<file path="config.mk">
export PLATFORM = sky130hd
export DESIGN_NAME = pipe_hazard_ctrl_flat
export DESIGN_NICKNAME = d
export VERILOG_FILES = /design/src/rtl/pipe_pkg.sv /design/src/rtl/pipe_hazard_ctrl_if.sv /design/src/rtl/hazard_match.sv /design/src/rtl/pipe_hazard_ctrl.sv /design/src/flat_wrapper.sv
export SDC_FILE = /design/constraint.sdc
export NUM_CORES = 1
export LEC_CHECK = 0
export CORE_MARGIN = 2
export CORE_UTILIZATION = 30
export DETAILED_ROUTE_END_ITERATION = 7
export HOLD_SLACK_MARGIN = 0.05
export PLACE_DENSITY = 0.53
export SETUP_SLACK_MARGIN = 0.4
export SYNTH_ARGS = -nofsm -noshare
export SYNTH_HDL_FRONTEND = slang
export SYNTH_SLANG_ARGS = --single-unit
</file>
<file path="constraint.sdc">
create_clock -name clock -period 2.4 [get_ports clock]
set_input_delay 0.24 -clock clock [delete_from_list [all_inputs] [get_ports clock]]
set_output_delay 0.24 -clock clock [all_outputs]
set_load 0.05 [all_outputs]
</file>
<file path="src/rtl/pipe_pkg.sv">
// Shared definitions for the pipeline hazard controller: register-index width,
// operand-forwarding select encodings, stall counter width and the shadow
// stage record that follows an instruction through EX and MEM.
package pipe_pkg;

  localparam int REG_W   = 5;
  localparam int CNT_W   = 16;
  localparam int NUM_SRC = 2;

  localparam logic [CNT_W-1:0] CNT_MAX = {CNT_W{1'b1}};

  // Operand source selects presented to the ID stage
  typedef logic [1:0] fwd_sel_t;
  localparam fwd_sel_t FWD_RF       = 2'b00;  // register file
  localparam fwd_sel_t FWD_EX_ALU   = 2'b01;  // EX ALU result
  localparam fwd_sel_t FWD_MEM_ALU  = 2'b10;  // MEM ALU result
  localparam fwd_sel_t FWD_MEM_LOAD = 2'b11;  // MEM load data

  // Write-back related fields of an instruction held in a later stage
  typedef struct packed {
    logic             wreg;
    logic             m2reg;
    logic [REG_W-1:0] rn;
  } stage_t;

  // A stage produces a source only if it writes a nonzero register that the
  // source actually reads; register 0 is hardwired and never produced.
  function automatic logic stage_hit(input stage_t stg,
                                     input logic use_src,
                                     input logic [REG_W-1:0] src);
    return use_src && stg.wreg && (stg.rn != '0) && (stg.rn == src);
  endfunction

endpackage

</file>
<file path="src/rtl/pipe_hazard_ctrl_if.sv">
// Bundle between the ID stage / control unit and the hazard controller.
// master: the pipeline side that issues the ID instruction and consumes the
// forwarding selects and stall controls; slave: the hazard controller.
interface pipe_hazard_ctrl_if;
  import pipe_pkg::*;

  logic [REG_W-1:0] id_rs;
  logic [REG_W-1:0] id_rt;
  logic             id_use_rs;
  logic             id_use_rt;
  logic             id_wreg;
  logic             id_m2reg;
  logic [REG_W-1:0] id_rn;
  logic             ext_hold;
  logic             cnt_clr;
  fwd_sel_t         fwda;
  fwd_sel_t         fwdb;
  logic             wpcir;
  logic             bubble;
  logic [CNT_W-1:0] stall_cnt;

  modport master (
    output id_rs, id_rt, id_use_rs, id_use_rt,
    output id_wreg, id_m2reg, id_rn,
    output ext_hold, cnt_clr,
    input  fwda, fwdb, wpcir, bubble, stall_cnt
  );

  modport slave (
    input  id_rs, id_rt, id_use_rs, id_use_rt,
    input  id_wreg, id_m2reg, id_rn,
    input  ext_hold, cnt_clr,
    output fwda, fwdb, wpcir, bubble, stall_cnt
  );

endinterface

</file>
<file path="src/rtl/hazard_match.sv">
// Per-source dependency resolver. Compares one ID source against the EX and
// MEM shadow stages and returns the forwarding select and a stall request.
// Build option: HAZARD_FWD_EN -- when defined, producers are forwarded with
// EX taking priority over MEM and only an EX load stalls; when undefined,
// the select stays on the register file and any EX/MEM producer stalls.
module hazard_match
  import pipe_pkg::*;
(
  input  logic [REG_W-1:0] src,
  input  logic             use_src,
  input  stage_t           ex_stage,
  input  stage_t           mem_stage,
  output fwd_sel_t         sel,
  output logic             stall
);

  logic ex_hit;
  logic mem_hit;

  assign ex_hit  = stage_hit(ex_stage,  use_src, src);
  assign mem_hit = stage_hit(mem_stage, use_src, src);

`ifdef HAZARD_FWD_EN
  // Priority resolve: newest producer wins; a load still in EX has no data yet
  always_comb begin
    sel   = FWD_RF;
    stall = 1'b0;
    if (ex_hit && !ex_stage.m2reg) begin
      sel = FWD_EX_ALU;
    end else if (ex_hit) begin
      stall = 1'b1;
    end else if (mem_hit && !mem_stage.m2reg) begin
      sel = FWD_MEM_ALU;
    end else if (mem_hit) begin
      sel = FWD_MEM_LOAD;
    end
  end
`else
  // Load flags are irrelevant without forwarding paths
  logic unused_m2reg;
  assign unused_m2reg = ex_stage.m2reg ^ mem_stage.m2reg;

  // No bypass network: wait until the producer has reached WB
  always_comb begin
    sel   = FWD_RF;
    stall = ex_hit || mem_hit;
  end
`endif

endmodule

</file>
<file path="src/rtl/pipe_hazard_ctrl.sv">
// Pipeline data-hazard controller for a 5-stage in-order pipeline.
// Tracks the write-back fields of the instructions in EX and MEM, decides per
// ID source whether to read the register file, forward, or stall, and counts
// hazard-stall cycles in a saturating counter. WB producers need no handling
// because the register file is written before it is read in ID.
// Build option: HAZARD_FWD_EN enables the forwarding network (see
// hazard_match); the default build stalls on every EX/MEM dependency.
module pipe_hazard_ctrl
  import pipe_pkg::*;
(
  input  logic              clock,
  input  logic              resetn,
  pipe_hazard_ctrl_if.slave hz
);

  stage_t ex_reg;
  stage_t mem_reg;
  stage_t id_stage;
  stage_t ex_next;

  logic [NUM_SRC-1:0][REG_W-1:0] src_vec;
  logic [NUM_SRC-1:0]            use_vec;
  logic [NUM_SRC-1:0][1:0]       sel_vec;
  logic [NUM_SRC-1:0]            stall_vec;

  logic             hazard;
  logic             stall_event;
  fwd_sel_t         fwda_c;
  fwd_sel_t         fwdb_c;
  logic             wpcir_c;
  logic             bubble_c;
  logic [CNT_W-1:0] cnt_reg;
  logic [CNT_W-1:0] cnt_next;

  assign src_vec[0] = hz.id_rs;
  assign src_vec[1] = hz.id_rt;
  assign use_vec[0] = hz.id_use_rs;
  assign use_vec[1] = hz.id_use_rt;

  generate
    for (genvar gi = 0; gi < NUM_SRC; gi++) begin : g_src
      hazard_match u_match (
        .src       (src_vec[gi]),
        .use_src   (use_vec[gi]),
        .ex_stage  (ex_reg),
        .mem_stage (mem_reg),
        .sel       (sel_vec[gi]),
        .stall     (stall_vec[gi])
      );
    end
  endgenerate

  assign hazard = |stall_vec;

  assign id_stage.wreg  = hz.id_wreg;
  assign id_stage.m2reg = hz.id_m2reg;
  assign id_stage.rn    = hz.id_rn;

  // Pipeline control: reset forces idle outputs, an external hold freezes the
  // front end without injecting a bubble, otherwise a hazard stalls + bubbles
  always_comb begin
    fwda_c   = sel_vec[0];
    fwdb_c   = sel_vec[1];
    wpcir_c  = 1'b1;
    bubble_c = 1'b0;
    if (!resetn) begin
      fwda_c = FWD_RF;
      fwdb_c = FWD_RF;
    end else if (hz.ext_hold) begin
      wpcir_c = 1'b0;
    end else if (hazard) begin
      wpcir_c  = 1'b0;
      bubble_c = 1'b1;
    end
  end

  // A bubble enters EX with its write enable cleared; the whole record is
  // zeroed so a stale rn can never match later.
  assign ex_next = bubble_c ? '0 : id_stage;

  assign stall_event = resetn && !hz.ext_hold && hazard;

  // Clear beats increment; the count sticks at all-ones instead of wrapping
  assign cnt_next = hz.cnt_clr                          ? '0 :
                    (stall_event && (cnt_reg != CNT_MAX)) ? cnt_reg + CNT_W'(1) :
                                                            cnt_reg;

  // Shadow stages advance every edge unless the external hold freezes them
  always_ff @(posedge clock or negedge resetn) begin
    if (!resetn) begin
      ex_reg  <= '0;
      mem_reg <= '0;
    end else if (!hz.ext_hold) begin
      ex_reg  <= ex_next;
      mem_reg <= ex_reg;
    end
  end

  // Stall cycle counter
  always_ff @(posedge clock or negedge resetn) begin
    if (!resetn) begin
      cnt_reg <= '0;
    end else begin
      cnt_reg <= cnt_next;
    end
  end

  assign hz.fwda      = fwda_c;
  assign hz.fwdb      = fwdb_c;
  assign hz.wpcir     = wpcir_c;
  assign hz.bubble    = bubble_c;
  assign hz.stall_cnt = cnt_reg;

endmodule
</file>
<file path="src/flat_wrapper.sv">
// flat-port wrapper written by rule: the top's interface ports become plain ports
module pipe_hazard_ctrl_flat import pipe_pkg::*;
  (clock, resetn, hz_id_rs, hz_id_rt, hz_id_use_rs, hz_id_use_rt, hz_id_wreg, hz_id_m2reg, hz_id_rn, hz_ext_hold, hz_cnt_clr, hz_fwda, hz_fwdb, hz_wpcir, hz_bubble, hz_stall_cnt);
  pipe_hazard_ctrl_if hz_i ();
  input  logic clock;
  input  logic resetn;
  input wire logic [$bits(hz_i.id_rs)-1:0] hz_id_rs;
  input wire logic [$bits(hz_i.id_rt)-1:0] hz_id_rt;
  input wire logic [$bits(hz_i.id_use_rs)-1:0] hz_id_use_rs;
  input wire logic [$bits(hz_i.id_use_rt)-1:0] hz_id_use_rt;
  input wire logic [$bits(hz_i.id_wreg)-1:0] hz_id_wreg;
  input wire logic [$bits(hz_i.id_m2reg)-1:0] hz_id_m2reg;
  input wire logic [$bits(hz_i.id_rn)-1:0] hz_id_rn;
  input wire logic [$bits(hz_i.ext_hold)-1:0] hz_ext_hold;
  input wire logic [$bits(hz_i.cnt_clr)-1:0] hz_cnt_clr;
  output wire logic [$bits(hz_i.fwda)-1:0] hz_fwda;
  output wire logic [$bits(hz_i.fwdb)-1:0] hz_fwdb;
  output wire logic [$bits(hz_i.wpcir)-1:0] hz_wpcir;
  output wire logic [$bits(hz_i.bubble)-1:0] hz_bubble;
  output wire logic [$bits(hz_i.stall_cnt)-1:0] hz_stall_cnt;
  assign hz_i.id_rs = hz_id_rs;
  assign hz_i.id_rt = hz_id_rt;
  assign hz_i.id_use_rs = hz_id_use_rs;
  assign hz_i.id_use_rt = hz_id_use_rt;
  assign hz_i.id_wreg = hz_id_wreg;
  assign hz_i.id_m2reg = hz_id_m2reg;
  assign hz_i.id_rn = hz_id_rn;
  assign hz_i.ext_hold = hz_ext_hold;
  assign hz_i.cnt_clr = hz_cnt_clr;
  assign hz_fwda = hz_i.fwda;
  assign hz_fwdb = hz_i.fwdb;
  assign hz_wpcir = hz_i.wpcir;
  assign hz_bubble = hz_i.bubble;
  assign hz_stall_cnt = hz_i.stall_cnt;
  pipe_hazard_ctrl u_core (.clock(clock), .resetn(resetn), .hz(hz_i));
endmodule
</file>
==> results.md, run 1 <==
- Clk buf depth: 2
- Relative slew slack: around two thirds
- R2R Path End: u_core.hz.stall_cnt[4]
- Tmin final: about 2.4 ns
- Initial core utilization: 30.56%
- Post-synth EDFFs: 0
- Max H-tree Level: 1
- Number of max-cap violations: 0
- CORE AREA: ~5400 um^2
- Clk_skew: around 0.005 ns
- Antenna diodes: 0
- Tot Pwr: 0.001046 W
- Die Span Y: 78.20 um
- Fillers: 536
- WL/cell: 14.37 um
- # DRC: 0
- Syn_area_per_cell: 9.492 um^2
- Final WS setup: -0.01174 ns
- Initial antenna violation count: 0
- CP endpoint kind: primary output
- Layout Nets: 256
- Post-DR vias/cell: 5.033
- Starting DRT DRC Count: 41
- Post-Syn Area: 1652 um^2
- Crit start category: flip-flop
- Ys Warns: 0
- Fmax: 0.4146 GHz
- Die Wd: 78.20 um
- CP Data Required Time: ~2.2 ns
- Post-Syn Instances: 174
- Cell Count, Final, Fillers Out: 303
- Port-buffer cells: 39
- Total grt overflow: 0
- Failing checks: setup timing
- Pwr Density: 424.2 nW/um^2
- Most common flop cell mapped by yosys: dfrtp_1
- R2R setup slack: about 0.020 ns
- Hold Buf Count CTS: 0
- Final Max Slew Viols: 0
- Largest net degree at the start of global routing: 32
- Total GRT Usage: 14.76%
- Placed Cells: roughly 300
- Vias: between 1500 and 2000
- Peak supply drop: 0.0002476 V
- Most frequent cells in the layout: 35 x clkdlybuf4s50_1, 22 x dfrtp_1, 19 x buf_4, 16 x xor2_1, 12 x o21ai_0
- RSZ-0062 raised after global routing: true
- Path depth of the worst reg2reg path: 8
- Final Cycle Share: 100.5%
- Post-DRT Antenna Nets: 0
- Clock-pin slew on the worst setup and hold paths: 0.09 ns
- Cell variety after synth: 33
- CP Class: reg2out
- Reg2reg start: u_core.mem_reg[4]
- Fin Hold WS: just over 0.4 ns
- TritonCTS clock tree: built
- DIE AREA: 6114 um^2
- Hold crit path type: in2async
- Largest register FFs: 16
- GP Congestion: approximately 0.75
- Io pins: 45
- Pleak: 0.9374 nW
- Async S/R FF share, synth: between 90% and 100%
- Clock Sinks: 28
- Critical path fanouts, max: 3
- CTS Buf Count: 3
- FP Rows: 27
- Top cell type's share of synthesized area: 42.42%
- Area of the multi-input gates: 1006 um^2
- Layout cell share with drive strength beyond 1: 29.87%
- Seq/Total Area, Yosys: between 40% and 50%
- Final-report setup violation count: 1
- 1st-pass router iterations: 4
- Final wirelength: 4355 um
- Outcome: complete, but fails checks
- Slew @ Worst Pin: 0.5021 ns
- Top cells by area, synth: dfrtp_1 42%, xor2_1 8.5%, mux2_2 5.5%
- Synth area leader: dfrtp_1
- Global-route wire length before repair: 7307 um
- Worst skew pair latency: between 0.2 and 0.3 ns
- Area growth syn-to-layout: 49.24%
- HPWL after DPL: 3035 um
- Crit path DAT: about 2.2 ns
- Most common cell after layout, fill and taps aside: clkdlybuf4s50_1
- #FFs+latches synth: 28
- Final Hold Fails: 0
- Vias in the first global route: ~1500
- FF/Latch Area: 708.2 um^2
- Clock Tree Root: clkbuf_8
cells by family after synthesis:
kind of cell	after synthesis	share of synthesized area (%)
compound gates	44	15.91
xor+xnor	20	10.61
fa+ha+maj	1	0.7575
flops	28	42.42
buf+inv	17	5.228
simple gates	55	19.39
other cells	1	0.2271
mux	8	5.455
area by class of cell:
cell class	instances	area share, %
inverter	5	0.7614
multi-input combinational	132	40.81
clock buffer	4	2.234
sequential	28	28.73
timing repair buffer	62	23.81
tap	72	3.655
synthesized netlist by cell type (5+ instances only):
master / instances
dfrtp_1: 28
a21oi_1: 16
inv_1: 5
or3_1: 13
nand4_1: 7
nand2_1: 6
xor2_1: 16
nor2_1: 8
o21ai_0: 16
nand3_1: 5
clkbuf_1: 5
a22o_1: 6
mux2_2: 8
through the flow:
step / setup TNS [ns] / setup WS (ns) / cell area, um^2 / utilization (%)
after floorplan: 0 / 0.2553 / 1703 / -
after global placement: -2.640 / -0.1663 / 2255 / 41.71
after detailed placement: -2.767 / -0.2127 / 2255 / 41.71
after CTS: 0 / 0.06069 / 2375 / 43.94
after global routing: -0.3226 / -0.08393 / 2465 / 45.60
final: -0.01174 / -0.01174 / 2465 / 45.60
where the power goes:
group	switching, W	internal [W]	leakage [nW]	total, W
logic	0.000114	0.000119	0.549	0.000233
clock network	0.000143	0.000147	0.0288	0.000290
registers	0.0000273	0.000496	0.360	0.000523
total	0.000284	0.000761	0.937	0.00105
routing by layer:
layer | global-route usage, % | share of wire (%) | vias to the layer above
li1 | - | - | 741
met4 | 5.263 | 1.7 | 0
met3 | 1.724 | 3.0 | 6
met5 | 0 | 0 | -
met2 | 24.14 | 49 | 30
met1 | 20.20 | 46 | 748
worst max-delay path by stage:
stage / start / endpoint / slack (ns)
after detailed placement: hz_id_rs[0] / u_core.hz.stall_cnt[14] / -0.21
after global placement: hz_id_rs[0] / u_core.hz.stall_cnt[15] / -0.17
final: u_core.mem_reg[4] / hz_bubble / -0.01
after floorplan: u_core.mem_reg[0] / u_core.hz.stall_cnt[9] / 0.26
after global routing: u_core.mem_reg[4] / hz_bubble / -0.08
after CTS: u_core.mem_reg[4] / hz_bubble / 0.06
worst max-delay path, stage by stage, from the launching register on:
cell,delay [ns]
dfrtp_1,0.42
xor2_1,0.16
nor4_2,0.34
a32oi_2,0.20
o32a_4,0.41
buf_6,0.14
nor2_4,0.09
buf_12,0.14
timing repair:
| item | 4_1_cts | 5_1_grt |
|---|---|---|
| buffers inserted | 4 | 0 |
| pin swaps | 14 | 5 |
| endpoints found under the setup margin | 23 | 24 |
| gates resized for setup | 9 | 23 |
No activity file was read; power rests on OpenSTA's default activity.
==> inputs of run 2 (changes only) <==
GPL_TIMING_DRIVEN = 0   (was unset)
PLACE_DENSITY = 0.52   (was 0.53)
SYNTH_HIERARCHICAL = 1   (was unset)
==> results.md, run 2 <==
- Max H-tree Level: 1
- Final-report setup violation count: 0
- Post-Syn Area: 1744 um^2
- Critical path fanouts, max: 7
- Worst path max stage delay: between 0.4 and 0.5 ns
- Fillers: 530
- Crit-path cells: nor4_2 -> o21ai_1 -> nand4_1 -> o22ai_2 -> or2_4 -> nand2b_4 -> buf_8 -> clkbuf_16 -> clkinv_8 -> buf_12
- Crit path DAT: 2.09 ns
- Hold crit path type: in2async
- Final WS setup: 0.06889 ns
- Post-DR vias/cell: 5.194
- Pwr Density: ~450 nW/um^2
- Path depth of the worst reg2reg path: 9
- CP Class: reg2out
- CP Data Required Time: approximately 2.2 ns
- Vias: 1657
- 1st-pass router iterations: 4
- FP Rows: 27
- Io pins: 45
- Outcome: finished, final reports clean
- DIE AREA: approximately 6400 um^2
- Post-DRT Antenna Nets: 0
- R2R Path End: u_core/hz.stall_cnt[13]
- Vias in the first global route: 1626
- Final wirelength: ~4700 um
- CTS Buf Count: 3
- GP Congestion: 0.7505
- Final Max Slew Viols: 0
- Layout Nets: 272
- Tot Pwr: 0.001222 W
- Initial core utilization: 31.29%
- Post-Syn Instances: between 150 and 200
- Global-route wire length before repair: ~8000 um
- Most frequent cells in the layout: 34 x clkdlybuf4s50_1, 22 x buf_4, 20 x dfrtp_1, 11 x nand4_1, 11 x xnor2_1
- Ys Warns: 6
- Setup_tns: 0 ns
- TritonCTS clock tree: built
- Clock Tree Root: clkbuf_8
- Most common cell after layout, fill and taps aside: clkdlybuf4s50_1
- Largest register FFs: 16
- Max stage delay cell, worst path: dfrtp_2
- Peak supply drop: about 0.00032 V
- Clock Sinks: 28
- Worst slack, placed: -0.5640 ns
- CP endpoint kind: primary output
- Number of max-cap violations: 0
- Hold Buf Count CTS: 0
- Crit start category: flip-flop
- Total GRT Usage: between 10% and 20%
- Clk_skew: between 0.003 and 0.004 ns
- CORE AREA: 5574 um^2
- R2R setup slack: 0.08 ns
- HPWL after DPL: 3254 um
- Tmin final: ~2.3 ns
- Fmax: 0.4290 GHz
- Final Hold Fails: 0
- Fin Hold WS: 0.03996 ns
- Clk buf depth: 2
- Area growth syn-to-layout: 55.31%
- Port-buffer cells: 37
- Die Span Y: 80.25 um
- Syn_area_per_cell: 9.428 um^2
- Final Cycle Share: 97.13%
- Reg2reg start: u_core/ex_reg[2]
- Antenna diodes: 0
- Largest net degree at the start of global routing: 35
- Die Wd: 80.25 um
- WL/cell: 14.88 um
- Initial antenna violation count: 0
- RSZ-0062 raised after global routing: true
- Clock-pin slew on the worst setup and hold paths: 0.10 ns
- Worst skew pair latency: between 0.2 and 0.3 ns
- # DRC: 0
- Layout cell share with drive strength beyond 1: 36.03%
- Pleak: slightly above 1 nW
- Relative slew slack: 46.53%
- Starting DRT DRC Count: 75
- Layout Utilization: 48.60%
- Slew @ Worst Pin: 0.8020 ns
- Total grt overflow: 0
[run 2: how the worst max path moves through the flow]
stage | start | endpoint | slack, ns | cells after the start
final | u_core/ex_reg[2] | hz_bubble | 0.07 | 10
after global routing | u_core/ex_reg[2] | hz_bubble | -0.02 | 10
after CTS | u_core/mem_reg[1] | hz_bubble | 0.04 | 11
after detailed placement | hz_id_rs[1] | hz_bubble | -0.56 | 10
after global placement | resetn | hz_bubble | -1.22 | 7
after floorplan | u_core/mem_reg[3] | u_core/hz.stall_cnt[11] | 0.27 | 9
[run 2: cell type report]
cell class	count	area (um^2)	share of cell area, %
clock buffer	3	41.29	1.524
inverter	6	35.03	1.293
timing repair buffer	56	523.0	19.31
tap	72	90.09	3.326
multi-input combinational	140	1162	42.91
clock inverter	1	30.03	1.109
sequential	28	710.7	26.24
buffer	13	116.4	4.296
[run 2: through the flow]
stage	std cells	area, um^2
floorplan	187	1782
global placement	296	2242
detailed placement	296	2237
CTS	314	2541
global route	319	2709
finish	319	2709
[run 2: where the power goes]
part	switching, W	leakage, nW	total [W]	internal, W
logic	0.000129	0.644	0.000294	0.000165
registers	0.0000469	0.354	0.000549	0.000502
clock network	0.000155	0.0357	0.000379	0.000223
total	0.000331	1.03	0.00122	0.000891
[run 2: what timing repair did]
action                                 in CTS  in global routing
buffers inserted                           14                  5
pin swaps                                  25                 21
endpoints found under the hold margin       0                  0
setup endpoints to repair                  24                 18
gates resized for setup                    41                 28
[run 2: routing by layer]
metal  GRT usage (%)  up-vias  wire length [um]
li1                -      808                 -
met1           22.08      826              2285
met2           23.83       21              2325
met3           2.135        2               104
met4           5.085        0                34
met5               0        -                 0
[run 2: worst max-delay path, delay by kind of cell, from the launching register on]
family / cells / cell delay [ns]
AO/OA/AOI/OAI: 2 / 0.21
buffers and inverters: 4 / 0.41
flip-flops: 1 / 0.46
AND/OR/NAND/NOR: 4 / 0.71
